--- src/rtl/rom_arbiter_pkg.sv ---
// Shared definitions for the ROM arbiter: phase state encodings, master
// indices and a small index-to-one-hot helper.
package rom_arbiter_pkg;

    localparam int DATA_W = 32;

    localparam logic [1:0] ST_IDLE = 2'd0;
    localparam logic [1:0] ST_DATA = 2'd1;
    localparam logic [1:0] ST_ERR1 = 2'd2;
    localparam logic [1:0] ST_ERR2 = 2'd3;

    localparam logic M0 = 1'b0;
    localparam logic M1 = 1'b1;

    function automatic logic [1:0] onehot(input logic idx);
        return idx ? 2'b10 : 2'b01;
    endfunction

endpackage

--- src/rtl/rom_arbiter_if.sv ---
// One AHB-lite style read channel. The requester side uses the master
// modport; the responder side uses the slave modport.
interface rom_arbiter_if
    import rom_arbiter_pkg::*;
#(
    parameter int ADDR_W = 32
);
    logic              hsel;
    logic [ADDR_W-1:0] haddr;
    logic [DATA_W-1:0] hrdata;
    logic              hready;
    logic              hresp;

    modport master (output hsel, haddr, input hrdata, hready, hresp);
    modport slave  (input hsel, haddr, output hrdata, hready, hresp);
endinterface

--- src/rtl/rom_arbiter_pick.sv ---
// Two-way request picker: eligible vector in, one-hot winner out.
// Build option ROM_ARB_RR_EN selects round-robin on contention (the master
// not granted last wins); otherwise M1 always beats M0.
module rom_arbiter_pick
    import rom_arbiter_pkg::*;
(
    input  logic [1:0] eligible,
`ifdef ROM_ARB_RR_EN
    input  logic       last_grant,
`endif
    output logic [1:0] winner
);

    // A lone requester wins outright; contention is resolved by the policy.
    always_comb begin
        winner = eligible;
        if (eligible == 2'b11) begin
`ifdef ROM_ARB_RR_EN
            winner = onehot(~last_grant);
`else
            winner = onehot(M1);
`endif
        end
    end

endmodule

--- src/rtl/rom_arbiter.sv ---
// Shares a single-ported boot ROM between M0 (fetch) and M1 (data load).
// Decodes the ROM window, arbitrates, routes the one-cycle-latency read data
// back to the owner and answers out-of-window accesses with a two-cycle
// error without touching the ROM.
// Build option ROM_ARB_RR_EN: round-robin arbitration instead of fixed M1>M0.
module rom_arbiter
    import rom_arbiter_pkg::*;
#(
    parameter int          AWIDTH = 8,
    parameter logic [31:0] BASE   = 32'h0000_0000
)(
    input  logic              HCLK_I,
    input  logic              HRESET_I,
    rom_arbiter_if.slave      m0,
    rom_arbiter_if.slave      m1,
    rom_arbiter_if.master     rom,
    output logic              ROM_HREADY_O,
    output logic [1:0]        GRANT_O
);

    logic [1:0]        state, state_nxt;
    logic              owner, owner_nxt;
    logic              busy;
    logic              can_arb;
    logic [1:0]        eligible;
    logic [1:0]        winner;
    logic              grant_valid;
    logic              win_idx;
    logic [31:0]       win_addr;
    logic              in_win;
    logic              rom_sel;
    logic              ph_ready;
    logic              ph_resp;
    logic [DATA_W-1:0] ph_data;

    assign busy = (state != ST_IDLE);

    // The owner of a running phase may not be re-granted in the cycle that
    // phase completes, which is what hands the slot to the other master.
    assign eligible[0] = m0.hsel & ~(busy & (owner == M0));
    assign eligible[1] = m1.hsel & ~(busy & (owner == M1));

    // New grants only where the ROM address phase is free; reset blocks them
    // so ROM_HSEL_O drops as soon as reset rises.
    assign can_arb = ~HRESET_I &
                     ((state == ST_IDLE) ||
                      ((state == ST_DATA) && rom.hready) ||
                      (state == ST_ERR2));

`ifdef ROM_ARB_RR_EN
    logic last_grant;

    // Remember who was granted last; starts favouring M0 out of reset.
    always_ff @(posedge HCLK_I or posedge HRESET_I) begin
        if (HRESET_I)
            last_grant <= M1;
        else if (grant_valid)
            last_grant <= win_idx;
    end

    rom_arbiter_pick u_pick (
        .eligible   (eligible & {2{can_arb}}),
        .last_grant (last_grant),
        .winner     (winner)
    );
`else
    rom_arbiter_pick u_pick (
        .eligible (eligible & {2{can_arb}}),
        .winner   (winner)
    );
`endif

    assign grant_valid = |winner;
    assign win_idx     = winner[1];
    assign win_addr    = win_idx ? m1.haddr : m0.haddr;
    assign in_win      = (win_addr[31:AWIDTH] == BASE[31:AWIDTH]);
    assign rom_sel     = grant_valid & in_win;

    assign rom.hsel     = rom_sel;
    assign rom.haddr    = rom_sel ? win_addr[AWIDTH-1:0] : '0;
    assign ROM_HREADY_O = 1'b1;

    // Next phase: a grant starts a ROM data phase or an error phase,
    // otherwise finished phases fall back to idle.
    always_comb begin
        state_nxt = state;
        owner_nxt = owner;
        if (grant_valid) begin
            state_nxt = in_win ? ST_DATA : ST_ERR1;
            owner_nxt = win_idx;
        end else begin
            case (state)
                ST_DATA: if (rom.hready) state_nxt = ST_IDLE;
                ST_ERR1: state_nxt = ST_ERR2;
                default: state_nxt = ST_IDLE;
            endcase
        end
    end

    // Phase state and owner; reset drops any in-flight access.
    always_ff @(posedge HCLK_I or posedge HRESET_I) begin
        if (HRESET_I) begin
            state <= ST_IDLE;
            owner <= M0;
        end else begin
            state <= state_nxt;
            owner <= owner_nxt;
        end
    end

    // Response seen by the owner in the current phase.
    always_comb begin
        ph_ready = 1'b0;
        ph_resp  = 1'b0;
        ph_data  = '0;
        case (state)
            ST_DATA: begin
                ph_ready = rom.hready;
                ph_resp  = rom.hresp;
                ph_data  = rom.hready ? rom.hrdata : '0;
            end
            ST_ERR1: ph_resp = 1'b1;
            ST_ERR2: begin
                ph_ready = 1'b1;
                ph_resp  = 1'b1;
            end
            default: ;
        endcase
    end

    assign GRANT_O = busy ? onehot(owner) : 2'b00;

    assign m0.hready = GRANT_O[0] & ph_ready;
    assign m0.hresp  = GRANT_O[0] & ph_resp;
    assign m0.hrdata = GRANT_O[0] ? ph_data : '0;
    assign m1.hready = GRANT_O[1] & ph_ready;
    assign m1.hresp  = GRANT_O[1] & ph_resp;
    assign m1.hrdata = GRANT_O[1] ? ph_data : '0;

endmodule

--- src/flat_wrapper.sv ---
// flat-port wrapper written by rule: the top's interface ports become plain ports
module rom_arbiter_flat import rom_arbiter_pkg::*;
#(
    parameter int          AWIDTH = 8,
    parameter logic [31:0] BASE   = 32'h0000_0000
)
  (HCLK_I, HRESET_I, ROM_HREADY_O, GRANT_O, m0_hsel, m0_haddr, m0_hrdata, m0_hready, m0_hresp, m1_hsel, m1_haddr, m1_hrdata, m1_hready, m1_hresp, rom_hsel, rom_haddr, rom_hrdata, rom_hready, rom_hresp);
  rom_arbiter_if #(.ADDR_W(32)) m0_i ();
  rom_arbiter_if #(.ADDR_W(32)) m1_i ();
  rom_arbiter_if #(.ADDR_W(8)) rom_i ();
  input  logic HCLK_I;
  input  logic HRESET_I;
  output logic ROM_HREADY_O;
  output logic [1:0] GRANT_O;
  input wire logic [$bits(m0_i.hsel)-1:0] m0_hsel;
  input wire logic [$bits(m0_i.haddr)-1:0] m0_haddr;
  output wire logic [$bits(m0_i.hrdata)-1:0] m0_hrdata;
  output wire logic [$bits(m0_i.hready)-1:0] m0_hready;
  output wire logic [$bits(m0_i.hresp)-1:0] m0_hresp;
  input wire logic [$bits(m1_i.hsel)-1:0] m1_hsel;
  input wire logic [$bits(m1_i.haddr)-1:0] m1_haddr;
  output wire logic [$bits(m1_i.hrdata)-1:0] m1_hrdata;
  output wire logic [$bits(m1_i.hready)-1:0] m1_hready;
  output wire logic [$bits(m1_i.hresp)-1:0] m1_hresp;
  output wire logic [$bits(rom_i.hsel)-1:0] rom_hsel;
  output wire logic [$bits(rom_i.haddr)-1:0] rom_haddr;
  input wire logic [$bits(rom_i.hrdata)-1:0] rom_hrdata;
  input wire logic [$bits(rom_i.hready)-1:0] rom_hready;
  input wire logic [$bits(rom_i.hresp)-1:0] rom_hresp;
  assign m0_i.hsel = m0_hsel;
  assign m0_i.haddr = m0_haddr;
  assign m0_hrdata = m0_i.hrdata;
  assign m0_hready = m0_i.hready;
  assign m0_hresp = m0_i.hresp;
  assign m1_i.hsel = m1_hsel;
  assign m1_i.haddr = m1_haddr;
  assign m1_hrdata = m1_i.hrdata;
  assign m1_hready = m1_i.hready;
  assign m1_hresp = m1_i.hresp;
  assign rom_hsel = rom_i.hsel;
  assign rom_haddr = rom_i.haddr;
  assign rom_i.hrdata = rom_hrdata;
  assign rom_i.hready = rom_hready;
  assign rom_i.hresp = rom_hresp;
  rom_arbiter #(.AWIDTH(AWIDTH), .BASE(BASE)) u_core (.HCLK_I(HCLK_I), .HRESET_I(HRESET_I), .m0(m0_i), .m1(m1_i), .rom(rom_i), .ROM_HREADY_O(ROM_HREADY_O), .GRANT_O(GRANT_O));
endmodule
--- config.mk ---
export PLATFORM = sky130hd
export DESIGN_NAME = rom_arbiter_flat
export DESIGN_NICKNAME = d
export VERILOG_FILES = /design/src/rtl/rom_arbiter_pkg.sv /design/src/rtl/rom_arbiter_if.sv /design/src/rtl/rom_arbiter_pick.sv /design/src/rtl/rom_arbiter.sv /design/src/flat_wrapper.sv
export SDC_FILE = /design/constraint.sdc
export NUM_CORES = 1
export LEC_CHECK = 0
export ABC_AREA = 1
export BUFFER_PORTS_ARGS = -buffer_cell sky130_fd_sc_hd__buf_2
export CAP_MARGIN = 10
export CORE_AREA = 2 2 71 73
export DETAILED_ROUTE_END_ITERATION = 8
export DIE_AREA = 0 0 73 75
export HOLD_SLACK_MARGIN = 0.05
export PLACE_DENSITY = 0.81
export SLEW_MARGIN = 0
export SYNTH_ARGS = -nofsm -noshare
export SYNTH_HDL_FRONTEND = slang
export SYNTH_SLANG_ARGS = --single-unit
--- constraint.sdc ---
create_clock -name HCLK_I -period 4.3 [get_ports HCLK_I]
set_input_delay 0.43 -clock HCLK_I [delete_from_list [all_inputs] [get_ports HCLK_I]]
set_output_delay 0.43 -clock HCLK_I [all_outputs]
set_load 0.02 [all_outputs]
==> impl_metrics.yaml, run 1 <==
yosys:
  area_contributors_post_synth: "nor3_1 (29%), inv_1 (16%), nor2_1 (15%)"
  synth_commonest_cells: "nor3_1 (64), inv_1 (48), nor2_1 (44)"
  number_of_enable_flip_flop_cells_after_synthesis: 0
  synth_top_cell_by_area: "nor3_1"
  synthesis.nets: 334
  synth_async_sr_flop_share_pct: 100
  synth_cell_types: 21
  synth_most_common_cell: "nor3_1"
  ys.warnings.count: 0
  synth_area_um2: 1110
  synth.avg_cell_area_um2: 4.80
  ys_seq_area_share_pct: 6.74
  main_flop_type_after_synthesis: "dfrtp_1"
  syn-instance-count: 232
  synth_top_area_share_pct: 28.8
  ys_seq_elements: 3
timing:
  final_max_slew_viol_count: 0
  max_slew_margin_pct: 31.2
  setup_ws_ns: 1.54
  setup-violations-final: 0
  tightest_slew_ns: 1.03
  hold_violations_final: 0
  fin_crit_sh_pct: 64.2
  fin_crit_ns: 2.76
  unrepaired_setup_endpoints_after_global_routing: "no"
  final.hold.worst_slack_ns: 0.108
  timing.clock.skew_ns: 0.00118
  clock.fmax_ghz: 0.362
  totalNegativeSetupSlack_ns: 0
cts:
  cts_tree: "done"
  cts_root_buffer: "clkbuf_8"
  reg_clk_slew_reported_paths_ns: 0.03
  numClockSinks: 3
  clk_path_buf_depth: 2
  htreeDepth: 1
  post_cts.repair.setup_buffers: 0
  cts_buffers: 3
  cts.hold.buffers_added: 0
  post_cts_resized: 0
  clock_insertion_delay_worst_skew_ns: 0.21
pwr:
  cellLeakagePower_nw: 1.44
  report.power.total_mw: 0.692
  max-vdd-ir-drop_mv: 0.175
  powerDensity_nw_per_um2: 333
grt:
  gr-usage-met3_pct: 1.20
  use_met1_pct: 16.7
  global_route.peak_usage_layer: "met2"
  via_count_of_the_first_global_routing_pass: 1557
  first_pass_grt_wire_length_um: 6440
  antenna_violations_before_repair: 0
  maximum_number_of_pins_on_one_net_before_global_route_repair: 65
  grt-ovfl-total: 0
  gr-usage-all-layers_pct: 14.4
  global_route.usage.met2_pct: 26.8
job:
  cap_violations: 0
routing:
  routed_via_count: 1919
  routedWlPerCell_um: 9.75
  drt-vias-per-instance: 4.20
  drcViolationCount: 0
  routed_antenna_nets: 0
  drt_pre_antenna_iters: 4
  drt_first_iter_violations: 33
  finalWirelength_um: 4460
worst_setup_path:
  crit_slowest_cell: "o21ai_4"
  crit_family: "compound AO/OA/AOI/OAI gates"
  worstReg2RegStart: "u_core.state[1]"
  crit_end_category: "output port"
  critical-path-top-cell-by-count: "nand2_4"
  crit_start: "u_core.state[1]"
  crit_path_max_incr_delay_ns: 0.72
  cp_data_arrival_time_ns: 2.33
  timing.critical_path.buf_inv: 2
  worstPathCellList: "o21ai_4, nand2_4, nor2_8, inv_2, nand2_4, nand2_2, nand2_4, nor2_1, buf_2"
  worstSetupStartpointType: "flop"
  worst-setup-path-type: "reg -> out"
  worst-path-max-fanout: 34
  cp.required_ns: 3.87
status:
  outcome: "finished, final reports clean"
die:
  placementRows: 25
  die_area_um2: 5480
  io-pin-count: 182
  chipHeight_um: 75
  core_um2: 4660
  width_of_the_die_um: 73
  start_util_pct: 23.9
placement:
  post-place-ws_ns: 1.72
  post-place-cells: 453
  gp_congestion: 0.740
  dpl.hpwl_um: 3770
  postPlaceCellArea_um2: 2030
  port-buffer-count: 180
worst_hold_path:
  hold_path_class: "in -> async"
layout:
  drive_gt1_share_pct: 48.9
  insertedDiodeCount: 0
  final_cells: 457
  syn2layout_area_growth_pct: 86.5
  num-nets-final: 506
  finalCoreUtilization_pct: 44.6
  post-route-cell-area_um2: 2080
## power breakdown
part / total [mW] / switching [mW] / internal [mW] / leakage (nW)
registers: 0.0711 / 0.0284 / 0.0427 / 0.0366
clock network: 0.0807 / 0.0176 / 0.0631 / 0.0228
logic: 0.540 / 0.384 / 0.156 / 1.38
## metal layers
| metal | vias up | wire length (µm) | part of all wire, % |
|---|---|---|---|
| li1 | 1052 | - | - |
| met1 | 765 | 1820 | 41 |
| met2 | 96 | 2220 | 50 |
| met3 | 6 | 347 | 7.8 |
| met4 | 0 | 67 | 1.5 |
| met5 | - | 0 | 0 |
## area by class of cell
| cell class | instances | area [µm²] |
|---|---|---|
| Fill cell | 508 | 2580 |
| Sequential cell | 3 | 75.1 |
| Inverter | 49 | 184 |
| Tap cell | 54 | 67.6 |
| Clock buffer | 4 | 45.0 |
| Timing Repair Buffer | 181 | 908 |
| Multi-Input combinational cell | 166 | 797 |
## registers in the layout, summed over array words and instances, names as in the netlist
register / cells
u_core.state: 2
u_core.owner: 1
## cell usage in the layout (no fill, tap or decap)
master	count
nand4_2	1
buf_2	180
conb_1	1
nand2_4	4
dfrtp_1	3
o21ai_0	2
nor2_8	1
clkbuf_1	1
nor3_1	64
clkbuf_8	3
nor2_2	1
buf_4	1
o21ai_2	1
inv_1	48
nor2_1	44
inv_2	1
nand4_1	1
nand2_2	2
nand2_1	39
nand3_1	2
o21ai_4	1
a21oi_1	1
a21oi_2	1
## worst paths after layout
kind | to | slack [ns] | cells past startpoint
worst max-delay path | rom_haddr[2] | 1.54 | 9
min in group HCLK_I | u_core.state[1] | 0.66 | 7
max in group asynchronous | u_core.state[1] | 4.04 | 2
worst max register to register | u_core.state[0] | 2.20 | 8
worst min-delay path | u_core.state[0] | 0.11 | 2
worst min register to register | u_core.owner | 0.75 | 2
## cells by family (layout without fill, tap and decap cells)
family / count (synthesis) / after routing / share of synthesized area, %
buffers and inverters: 63 / 234 / 21.9
other: 1 / 1 / 0.337
flip-flops: 3 / 3 / 6.74
AND/OR/NAND/NOR: 159 / 159 / 66.6
AO/OA/AOI/OAI: 6 / 6 / 4.38
Note: power is estimated with default switching activity, not from simulation.
==> inputs of run 2 (changes only) <==
ABC_AREA = 0   (was 1)
PLACE_DENSITY = 0.83   (was 0.81)
clock period = 2.3 ns   (was 4.3 ns; I/O delays follow)
==> impl_metrics.yaml, run 2 <==
cts:
  numClockSinks: 3
  cts_tree: "done"
  htreeDepth: 1
  clock_insertion_delay_worst_skew_ns: 0.21
  post_cts_resized: 0
  reg_clk_slew_reported_paths_ns: 0.03
  cts_buffers: 3
  clk_path_buf_depth: 2
  cts_root_buffer: "clkbuf_8"
yosys:
  ys.warnings.count: 0
  ys_seq_area_share_pct: 7.09
  synth_top_area_share_pct: 39.0
  synth_commonest_cells: "and2_1 (66), inv_1 (12), nor4_1 (10)"
  syn-instance-count: 153
  synth_cell_types: 34
  synth_area_um2: 1060
  ys_seq_elements: 3
  area_contributors_post_synth: "and2_1 (39%), o32ai_2 (12%), dfrtp_1 (7.1%)"
  synth.avg_cell_area_um2: 6.92
  number_of_enable_flip_flop_cells_after_synthesis: 0
  synth_most_common_cell: "and2_1"
  synth_top_cell_by_area: "and2_1"
  main_flop_type_after_synthesis: "dfrtp_1"
  synthesis.nets: 255
  synth_async_sr_flop_share_pct: 100
job:
  cap_violations: 0
die:
  chipHeight_um: 75
  io-pin-count: 182
  core_um2: 4660
  placementRows: 25
  die_area_um2: 5480
  start_util_pct: 22.7
  width_of_the_die_um: 73
placement:
  gp_congestion: 0.726
  dpl.hpwl_um: 4210
  port-buffer-count: 180
pwr:
  max-vdd-ir-drop_mv: 0.194
  cellLeakagePower_nw: 1.28
  powerDensity_nw_per_um2: 541
  report.power.total_mw: 1.12
layout:
  reg_top3: "u_core.state x2, u_core.owner x1"
  top_register: "u_core.state"
  insertedDiodeCount: 0
  final_common_cell: "buf_2"
  num-nets-final: 435
  number_of_flip_flops_in_the_largest_register: 2
  drive_gt1_share_pct: 60.8
  layout.cells.most_common_list: "buf_2 (180), and2_1 (66), inv_1 (12)"
  syn2layout_area_growth_pct: 94.9
  n_fill_cell: 474
worst_hold_path:
  holdPathStages: 3
  hold_path_startpoint: "m0_hsel"
  hold_path_class: "in -> reg"
  hold_path_end: "u_core.owner"
timing:
  final_max_slew_viol_count: 0
  unrepaired_setup_endpoints_after_global_routing: "no"
  timing.clock.skew_ns: 0.000531
  totalNegativeSetupSlack_ns: 0
  fin_crit_sh_pct: 91.3
  hold_violations_final: 0
  clock.fmax_ghz: 0.476
  fin_crit_ns: 2.10
  setup-violations-final: 0
worst_setup_path:
  worst-path-max-fanout: 9
  timing.critical_path.buf_inv: 4
  crit_path_max_incr_delay_ns: 0.53
  worstSetupStartpointType: "input pin"
  regToRegEndpoint: "u_core.state[0]"
  cp_data_arrival_time_ns: 1.87
  worst-setup-path-type: "in -> out"
  worstPathCellList: "dlygate4sd3_1, buf_2, nor3_4, nand4bb_1, buf_4, o32ai_2, buf_2"
  worstReg2RegStart: "u_core.state[1]"
  critical-path-top-cell-by-count: "buf_2"
  crit_family: "buffers and inverters"
  worst-r2r-cell-count: 4
  crit_end_category: "output port"
  cp.required_ns: 2.07
  crit_slowest_cell: "dlygate4sd3_1"
  r2r_slack_ns: 0.69
grt:
  grt-ovfl-total: 0
  maximum_number_of_pins_on_one_net_before_global_route_repair: 33
  via_count_of_the_first_global_routing_pass: 1424
  antenna_violations_before_repair: 2
  gr-usage-all-layers_pct: 14.5
  first_pass_grt_wire_length_um: 6210
routing:
  routed_via_count: 1727
  finalWirelength_um: 4790
  routedWlPerCell_um: 12.4
  drcViolationCount: 0
  routed_antenna_nets: 0
  drt_pre_antenna_iters: 4
  drt_first_iter_violations: 35
  drt-vias-per-instance: 4.47
status:
  outcome: "finished, final reports clean"
-- run 2: cell types whose count changed in the layout (fill, tap and decap cells not counted), sizes merged, moves of 6 or more --
cell / delta
and2: +68
inv: -37
nand2: -41
nand3: +6
nor2: -38
nor3: -63
nor4: +10
o32ai: +8
-- run 2: how the worst max path moves through the flow --
stage,startpoint,endpoint,slack (ns),depth (start not counted)
after floorplan,u_core.state[1],rom_haddr[0],0.56,5
after global placement,u_core.state[1],rom_haddr[0],0.40,6
after detailed placement,u_core.state[1],rom_haddr[7],0.34,6
after CTS,HRESET_I,rom_haddr[7],0.07,7
after global routing,u_core.state[1],rom_hsel,0.08,5
final,HRESET_I,rom_haddr[7],0.20,7
-- run 2: logic make-up (layout without fill, tap and decap cells) --
kind of cell	Yosys count	count (layout)	synth area share, %
simple gates	111	111	66.1
buf+inv	23	202	9.57
compound gates	15	15	16.9
flops	3	3	7.09
other cells	1	1	0.354
-- run 2: area by class of cell --
cell class	count	area, µm²	area share, %
clock buffer	4	45.0	2.18
inverter	12	45.0	2.18
multi-input combinational	127	882	42.8
sequential	3	75.1	3.64
tap	54	67.6	3.27
timing repair buffer	186	948	46.0
-- run 2: through the flow --
step / hold slack (ns) / std cells / setup WS, ns / util (%) / area, µm²
3_5_place_dp: 0.147 / 380 / 0.340 / 42.9 / 2000
2_1_floorplan: -0.0164 / 153 / 0.564 / - / 1060
6_report: 0.315 / 386 / 0.200 / 44.3 / 2060
3_3_place_gp: 0.132 / 380 / 0.400 / 42.9 / 2000
4_1_cts: 0.317 / 385 / 0.0666 / 44.1 / 2060
5_1_grt: 0.328 / 386 / 0.0795 / 44.3 / 2060
-- run 2: worst reg2reg max path, delay by kind of cell, from the launching register on --
kind	cells	cell delay (ns)
and+or+nand+nor	2	0.69
DFF	1	0.45
AOI/OAI and AO/OA	2	0.34
-- run 2: metal layers --
layer | vias to the layer above | GRT usage (%) | wire length, µm
met2 | 98 | 26.1 | 2530
met4 | 4 | 4.94 | 27
li1 | 878 | - | -
met1 | 741 | 15.5 | 1740
met3 | 6 | 5.35 | 464
met5 | - | 0 | 27
-- run 2: power by group --
part           internal [mW]  switching [mW]
Clock                  0.118          0.0312
Sequential            0.0797          0.0458
Combinational          0.341           0.500
Total                  0.539           0.577
-- run 2: timing repair --
action                                  in CTS  in global routing
endpoints found under the hold margin        3                  0
endpoints found under the setup margin       0                  8
hold buffers                                 1                  0
buffers inserted                             0                  1
==> inputs of run 3 (changes only) <==
PLACE_DENSITY = 0.72   (was 0.83)
==> impl_metrics.yaml, run 3 (synthesized netlist as in run 2, its figures left out) <==
status:
  outcome: "finished, final reports clean"
layout:
  final_cells: 385
  layout.cells.most_common_list: "buf_2 (180), and2_1 (66), inv_1 (12)"
  insertedDiodeCount: 0
  multi_input_area_um2: 882
  syn2layout_area_growth_pct: 94.2
  drive_gt1_share_pct: 60.7
  finalCoreUtilization_pct: 44.1
  num-nets-final: 434
  final_common_cell: "buf_2"
  reg_top3: "u_core.state x2, u_core.owner x1"
  seqCellArea_um2: 75.1
  n_fill_cell: 491
  top_register: "u_core.state"
  number_of_flip_flops_in_the_largest_register: 2
timing:
  clock.fmax_ghz: 0.465
  timing.clock.skew_ns: 0.00306
  fin_crit_ns: 2.15
  totalNegativeSetupSlack_ns: 0
  final.hold.worst_slack_ns: 0.308
  final_max_slew_viol_count: 0
  unrepaired_setup_endpoints_after_global_routing: "no"
  hold_violations_final: 0
  fin_crit_sh_pct: 93.5
  setup-violations-final: 0
routing:
  drt_first_iter_violations: 43
  routed_via_count: 1716
  routedWlPerCell_um: 12.1
  drcViolationCount: 0
  routed_antenna_nets: 0
  drt-vias-per-instance: 4.46
  drt_pre_antenna_iters: 4
  finalWirelength_um: 4670
pwr:
  max-vdd-ir-drop_mv: 0.187
  powerDensity_nw_per_um2: 536
  report.power.total_mw: 1.10
  cellLeakagePower_nw: 1.28
worst_hold_path:
  hold_path_class: "in -> reg"
cts:
  post_cts_resized: 0
  clk_path_buf_depth: 2
  htreeDepth: 1
  numClockSinks: 3
  cts_tree: "done"
  reg_clk_slew_reported_paths_ns: 0.03
  cts_root_buffer: "clkbuf_8"
  clock_insertion_delay_worst_skew_ns: 0.21
  cts_buffers: 3
placement:
  post-place-cells: 379
  port-buffer-count: 180
  gp_congestion: 0.700
  dpl.hpwl_um: 4110
worst_setup_path:
  worst-setup-path-type: "in -> out"
  worstSetupStartpointType: "input pin"
  worst-path-max-fanout: 9
  cp_data_arrival_time_ns: 1.92
  cp.required_ns: 2.07
  crit_end_category: "output port"
die:
  core_um2: 4660
  chipHeight_um: 75
  width_of_the_die_um: 73
  die_area_um2: 5480
  io-pin-count: 182
  start_util_pct: 22.7
  placementRows: 25
grt:
  antenna_violations_before_repair: 0
  first_pass_grt_wire_length_um: 6260
  maximum_number_of_pins_on_one_net_before_global_route_repair: 33
  grt-ovfl-total: 0
  gr-usage-all-layers_pct: 14.3
  via_count_of_the_first_global_routing_pass: 1418
job:
  cap_violations: 0
## run 3: cell types whose count changed in the layout (fill, tap and decap cells not counted)
cell   delta
buf_4     -1
## run 3: timing repair
| action | CTS | global route |
|---|---|---|
| hold buffers | 1 | 0 |
| endpoints found under the hold margin | 3 | 0 |
| endpoints found under the setup margin | 0 | 8 |
| buffers inserted | 0 | 1 |
## run 3: worst paths after layout
path                            slack [ns]              end  cells after the start            start
worst max register to register        0.67  u_core.state[0]                      5  u_core.state[1]
min in group asynchronous             0.47     u_core.owner                      3         HRESET_I
worst max-delay path                  0.15     rom_haddr[2]                      7         HRESET_I
max in group asynchronous             1.71  u_core.state[0]                      3         HRESET_I
worst min register to register        0.65  u_core.state[1]                      2  u_core.state[1]
worst min-delay path                  0.31     u_core.owner                      3          m0_hsel
## run 3: area by class of cell
type	instances	area share [%]
Inverter	12	2.19
Tap cell	54	3.29
Timing Repair Buffer	185	45.8
Clock buffer	4	2.19
Multi-Input combinational cell	127	42.9
Sequential cell	3	3.65
## run 3: worst max-delay path, stage by stage
cell and delay [ns]:
dlygate4sd3_1 0.53, buf_2 0.15, nor3_4 0.27, nand4bb_1 0.14, buf_4 0.20, o32ai_2 0.21, buf_2 0.20
## run 3: routing by layer
layer	vias up	track usage (%)	part of all wire (%)
li1	877	-	-
met1	749	15.9	36
met2	88	29.3	56
met3	2	1.74	6.9
met4	0	1.85	0.41
met5	-	0	0
## run 3: through the flow
stage / worst slack, ns / instance area, µm²
after floorplan: 0.564 / 1060
after global placement: 0.391 / 1990
after detailed placement: 0.371 / 1990
after CTS: 0.0904 / 2050
after global routing: 0.0174 / 2060
final: 0.148 / 2060
## run 3: report_power, final
part / internal, mW / total (mW) / switching (mW)
registers: 0.0797 / 0.123 / 0.0431
clock network: 0.118 / 0.149 / 0.0311
logic: 0.329 / 0.829 / 0.500
total: 0.527 / 1.10 / 0.575
